`src/rtl/spi_pkg.sv`:
```
// Shared types and sizing helpers for the SPI master and its tick generator.
package spi_pkg;

  typedef struct packed {
    logic cpol;
    logic cpha;
  } spi_mode_t;

  typedef enum logic [2:0] {
    IDLE,
    SETUP,
    SHIFT,
    HOLD,
    DONE
  } spi_state_e;

  // Number of SCK edges in one transfer: a leading and a trailing edge per bit.
  function automatic int edge_count(input int data_w);
    return 2 * data_w;
  endfunction

  // Counter width for a modulo-n counter; never narrower than one bit.
  function automatic int cnt_width(input int n);
    return (n <= 1) ? 1 : $clog2(n);
  endfunction

endpackage

```
`src/rtl/spi_clk_gen.sv`:
```
// SCK half-period tick generator: tick_o pulses once every CLK_DIV enabled cycles.
module spi_clk_gen
  import spi_pkg::*;
#(
  parameter int CLK_DIV = 4
) (
  input  logic clk,
  input  logic rst_n,
  input  logic enable,
  input  logic clear,
  output logic tick_o
);

  localparam int CW = cnt_width(CLK_DIV);
  localparam logic [CW-1:0] LAST = CW'(CLK_DIV - 1);

  logic [CW-1:0] cnt;

  always_ff @(posedge clk or negedge rst_n) begin
    if (!rst_n) begin
      cnt <= '0;
    end else if (clear) begin
      cnt <= '0;
    end else if (enable) begin
      cnt <= (cnt == LAST) ? '0 : cnt + CW'(1);
    end
  end

  assign tick_o = enable && (cnt == LAST);

endmodule

```
`src/rtl/spi_master.sv`:
```
// Full-duplex SPI master, all four CPOL/CPHA modes, one DATA_W-bit word per request.
// Optional build macro SPI_LSB_FIRST_EN adds lsb_first_i for LSB-first framing.
module spi_master
  import spi_pkg::*;
#(
  parameter int DATA_W  = 8,
  parameter int CLK_DIV = 4
) (
  input  logic              PCLK,
  input  logic              PRESETn,
  input  logic              start_i,
  input  logic [DATA_W-1:0] tx_data_i,
  input  logic [1:0]        mode_i,
  output logic              ready_o,
  output logic              busy_o,
  output logic              done_o,
  output logic [DATA_W-1:0] rx_data_o,
  output logic              SCK,
  output logic              SS,
  output logic              MOSI,
  input  logic              MISO
`ifdef SPI_LSB_FIRST_EN
  ,
  input  logic              lsb_first_i
`endif
);

  localparam int EDGES = edge_count(DATA_W);
  localparam int EW    = $clog2(EDGES + 1);
  localparam logic [EW-1:0] LAST_EDGE  = EW'(EDGES);
  localparam logic [EW-1:0] LAST_TRAIL = EW'(EDGES - 1);

  spi_state_e        state, state_next;
  spi_mode_t         mode_in, mode_q;
  logic              lsb_in, lsb_q;
  logic              accept, tick, clk_en;
  logic              sck_edge, leading, drive_bit, sample_bit;
  logic [EW-1:0]     edge_cnt;
  logic [DATA_W-1:0] tx_sh, rx_sh, rx_q;
  logic              sck_q, ss_q, mosi_q;

  assign mode_in = spi_mode_t'(mode_i);
`ifdef SPI_LSB_FIRST_EN
  assign lsb_in = lsb_first_i;
`else
  assign lsb_in = 1'b0;
`endif

  assign accept = start_i && (state == IDLE);
  assign clk_en = (state == SETUP) || (state == SHIFT) || (state == HOLD);

  spi_clk_gen #(
    .CLK_DIV(CLK_DIV)
  ) u_clk_gen (
    .clk   (PCLK),
    .rst_n (PRESETn),
    .enable(clk_en),
    .clear (accept),
    .tick_o(tick)
  );

  // The tick closing SETUP makes the first edge; the tick after the last edge only ends the half-period.
  assign sck_edge   = tick && ((state == SETUP) || ((state == SHIFT) && (edge_cnt != LAST_EDGE)));
  assign leading    = ~edge_cnt[0];
  assign drive_bit  = sck_edge && (mode_q.cpha ? leading : (!leading && (edge_cnt != LAST_TRAIL)));
  assign sample_bit = sck_edge && (mode_q.cpha ? !leading : leading);

  always_ff @(posedge PCLK or negedge PRESETn) begin
    if (!PRESETn) begin
      state <= IDLE;
    end else begin
      state <= state_next;
    end
  end

  always_comb begin
    state_next = state;
    case (state)
      IDLE:    if (start_i) state_next = SETUP;
      SETUP:   if (tick) state_next = SHIFT;
      SHIFT:   if (tick && (edge_cnt == LAST_EDGE)) state_next = HOLD;
      HOLD:    if (tick) state_next = DONE;
      DONE:    state_next = IDLE;
      default: state_next = IDLE;
    endcase
  end

  always_comb begin
    ready_o = (state == IDLE);
    busy_o  = (state != IDLE);
    done_o  = (state == DONE);
  end

  always_ff @(posedge PCLK or negedge PRESETn) begin
    if (!PRESETn) begin
      edge_cnt <= '0;
    end else if (accept) begin
      edge_cnt <= '0;
    end else if (sck_edge) begin
      edge_cnt <= edge_cnt + EW'(1);
    end
  end

  always_ff @(posedge PCLK or negedge PRESETn) begin
    if (!PRESETn) begin
      mode_q <= '0;
      lsb_q  <= 1'b0;
      tx_sh  <= '0;
      rx_sh  <= '0;
      rx_q   <= '0;
      sck_q  <= 1'b0;
      ss_q   <= 1'b1;
      mosi_q <= 1'b0;
    end else begin
      ss_q <= !((state_next == SETUP) || (state_next == SHIFT) || (state_next == HOLD));
      if (accept) begin
        mode_q <= mode_in;
        lsb_q  <= lsb_in;
        sck_q  <= mode_in.cpol;
        rx_sh  <= '0;
        // CPHA=0 presents the first bit while SS falls; CPHA=1 waits for the leading edge.
        if (!mode_in.cpha) begin
          mosi_q <= lsb_in ? tx_data_i[0] : tx_data_i[DATA_W-1];
          tx_sh  <= lsb_in ? (tx_data_i >> 1) : (tx_data_i << 1);
        end else begin
          mosi_q <= 1'b0;
          tx_sh  <= tx_data_i;
        end
      end else if (sck_edge) begin
        sck_q <= ~sck_q;
        if (drive_bit) begin
          mosi_q <= lsb_q ? tx_sh[0] : tx_sh[DATA_W-1];
          tx_sh  <= lsb_q ? (tx_sh >> 1) : (tx_sh << 1);
        end
        if (sample_bit) begin
          rx_sh <= lsb_q ? {MISO, rx_sh[DATA_W-1:1]} : {rx_sh[DATA_W-2:0], MISO};
        end
      end
      if ((state == HOLD) && tick) begin
        rx_q   <= rx_sh;
        mosi_q <= 1'b0;
      end
    end
  end

  assign SCK       = sck_q;
  assign SS        = ss_q;
  assign MOSI      = mosi_q;
  assign rx_data_o = rx_q;

endmodule

```
`config.mk`:
```
export PLATFORM = sky130hd
export DESIGN_NAME = spi_master
export DESIGN_NICKNAME = d
export VERILOG_FILES = /design/src/rtl/spi_pkg.sv /design/src/rtl/spi_clk_gen.sv /design/src/rtl/spi_master.sv
export SDC_FILE = /design/constraint.sdc
export NUM_CORES = 1
export LEC_CHECK = 0
export ABC_CLOCK_PERIOD_IN_PS = 2100
export CAP_MARGIN = 10
export CELL_PAD_IN_SITES_DETAIL_PLACEMENT = 0
export CELL_PAD_IN_SITES_GLOBAL_PLACEMENT = 2
export CORE_MARGIN = 1
export CORE_UTILIZATION = 31
export DETAILED_ROUTE_END_ITERATION = 10
export GPL_TIMING_DRIVEN = 0
export HOLD_SLACK_MARGIN = 0.12
export PLACE_DENSITY_LB_ADDON = 0.1
export SYNTH_ARGS = -nofsm -noshare
export SYNTH_HDL_FRONTEND = slang
export SYNTH_HIERARCHICAL = 1
export SYNTH_SLANG_ARGS = --single-unit
```
`constraint.sdc`:
```
create_clock -name PCLK -period 2.1 [get_ports PCLK]
set_input_delay 0.42 -clock PCLK [delete_from_list [all_inputs] [get_ports PCLK]]
set_output_delay 0.42 -clock PCLK [all_outputs]
set_load 0.1 [all_outputs]
```
==> flow_metrics.tcl <==
set metrics [dict create \
    ant_nets 0 \
    postLayoutCoreUtil_pct 40.85 \
    rsz0062_at_grt "no" \
    path_class "reg -> out" \
    maxSlewHeadroom_pct 36.43 \
    seq_area_frac_synth_pct 47.62 \
    rrSetupSlack_ps 110 \
    cp-end-kind "output pin" \
    rows 28 \
    min_period_ps 2041 \
    power.total_mw 3.763 \
    port_buffers 26 \
    dieHeight_um 82.31 \
    cp_slowest_stage_delay_ps 810 \
    grt_pass1_wl_um 7093 \
    dp_hpwl_um 2871 \
    tightestPinTransition_ps 957.4 \
    drt-initial-drc-count 70 \
    clk_pin_slew_ps 80 \
    synth_warnings 6 \
    holdWs_ps 249.6 \
    synth_area_leaders "dfrtp_1 46%, nand2_1 6.2%, mux2_4 5.3%" \
    cts_buffers 5 \
    start_util_pct 32.99 \
    grt_max_degree 39 \
    drcViolationCount 0 \
    critPathRequiredTime_ps 1680 \
    fillCellCount 619 \
    coreArea_sq_um 6061 \
    grt_overflow 0 \
    crit_fanout 1 \
    fin_nets 251 \
    setup_violations 0 \
    cpLargestDelayFamily "buffers and inverters" \
    route.vias.total 1503 \
    crit_cells 1 \
    cts_max_level 2 \
    root_buffer "clkbuf_8" \
    die_width_um 82.31 \
    syn_area_sq_um 1999 \
    clock-sinks 38 \
    reg2reg_from "edge_cnt[0]" \
    r2r-end "tx_sh[6]" \
    ir_worst_vdd_uv 669.1 \
    yosys.area.top_type "dfrtp_1" \
    ys_types 42 \
    avgRoutedWirePerCell_um 13.51 \
    vias_per_cell 4.864 \
    crit_chain "clkdlybuf4s15_1" \
    firstDrtPassIters 4 \
    synth-edff-count 0 \
    status "complete, no violations" \
    ys.flop_type "dfrtp_1" \
    timing.final.crit_share_pct 97.20 \
    syn_inst 199 \
    cts_tree "built" \
    startpoint_type "flop" \
    drive_above_1_share_pct 22.65 \
    cts_hold_buf 0 \
    async_reset_ff_share_pct 100.0 \
    critPathArrivalTime_ps 1620 \
    clk_path_buf_depth 2 \
    avgSynthCellArea_sq_um 10.05 \
    yosysTopAreaCellShare_pct 46.31 \
    ys_seq_elements 38 \
    totalWireLength_um 4175 \
    max_freq_mhz 489.9 \
    grt_pass1_vias 1505 \
    slew_viol_final 0 \
    final_common_cell "dfrtp_1" \
    syn-num-nets 217 \
    clock_latency_ps 290 \
    synthToLayoutAreaGrowth_pct 23.84 \
    finalWeightedCongestion 0.7071 \
    cap_violations 0 \
    cpMaxStageDelayCell "clkdlybuf4s15_1" \
    worst-path-buf-inv 1 \
    fp.dieArea_sq_um 6775 \
    diodes 0 \
    r2r.worst_path.cells 7 \
    io_pins 28 \
    min_path_type "in -> async" \
    hold_viol 0 \
    layout_common_cells "36 x dfrtp_1, 33 x nand2_1, 15 x nand3_1, 13 x o21ai_0, 12 x a21oi_1" \
    leakage_nw 1.161 \
    antenna_found_initial 0 \
    fin_skew_ps 10.20 \
    powerDensity_nw_per_um2 1520 \
    grtUsageTotal_pct 14.18 \
]
cells in the mapped netlist, types with 3 or more instances:
| cell type | instances |
|---|---|
| dfrtp_1 | 37 |
| nand2_1 | 33 |
| nand3_1 | 15 |
| nor2_1 | 13 |
| o21ai_0 | 13 |
| a21oi_1 | 12 |
| mux2i_1 | 9 |
| a21oi_2 | 8 |
| inv_1 | 7 |
| mux2_4 | 7 |
| ha_1 | 4 |
| and2_1 | 3 |
per-stage QoR:
stage | instance area [sq um] | setup slack, ps | setup TNS, ps | std cells
after detailed placement | 2352 | -383.4 | -1941 | 300
final | 2476 | 58.88 | 0 | 309
after global placement | 2357 | -400.4 | -16450 | 300
after global routing | 2476 | 5.745 | 0 | 309
after CTS | 2452 | 9.482 | 0 | 309
after floorplan | 2003 | 100.3 | 0 | 199
routing by layer:
metal / up-vias / global-route usage [%] / part of all wire [%]
met4: 0 / 4.737 / 0.60
li1: 745 / - / -
met5: - / 0 / 0
met3: 4 / 4.286 / 3.5
met2: 27 / 22.98 / 49
met1: 727 / 17.88 / 47
registers in the layout, summed over array words and instances, names as in the netlist:
name,count
edge_cnt,5
SCK,1
rx_data_o,8
u_clk_gen/cnt,2
MOSI,1
mode_q,1
SS,1
state,3
rx_sh,8
tx_sh,8
logic make-up (layout without fill, tap and decap cells):
group | after synthesis | after routing | synth area share (%)
AO/OA/AOI/OAI | 41 | 41 | 13.52
XOR/XNOR | 3 | 3 | 1.314
adder cells (fa/ha/maj) | 4 | 4 | 2.503
buffers and inverters | 20 | 55 | 6.508
flip-flops | 38 | 38 | 47.62
multiplexers | 16 | 16 | 9.762
AND/OR/NAND/NOR | 77 | 77 | 18.77
final cells by class:
type	count	area [sq um]	area share [%]
inverter	10	47.55	1.920
multi-input combinational	141	945.9	38.20
clock inverter	2	12.51	0.5053
tap	75	93.84	3.790
clock buffer	6	82.58	3.335
sequential	38	953.4	38.50
timing repair buffer	27	250.2	10.11
buffer	10	90.09	3.638
worst max path at each step:
| stage | to | from | slack [ps] |
|---|---|---|---|
| global route | edge_cnt[3] | state[1] | 6 |
| global placement | tx_sh[4] | PRESETn | -400 |
| finish | SS | SS | 60 |
| floorplan | tx_sh[2] | state[1] | 100 |
| detailed placement | ready_o | state[0] | -380 |
| CTS | SS | SS | 9 |
power by group:
group          switching [mW]  internal [mW]  total, mW
Combinational            1.33          0.719       2.05
Sequential              0.176           1.01       1.18
Clock                   0.265          0.264      0.530
repair_timing:
action | 4_1_cts | 5_1_grt
setup endpoints to repair | 24 | 18
pin swaps | 1 | 0
cloned | 0 | 0
setup buffers | 1 | 0
resized for setup | 27 | 13
Power figures use the tool's default switching activity.
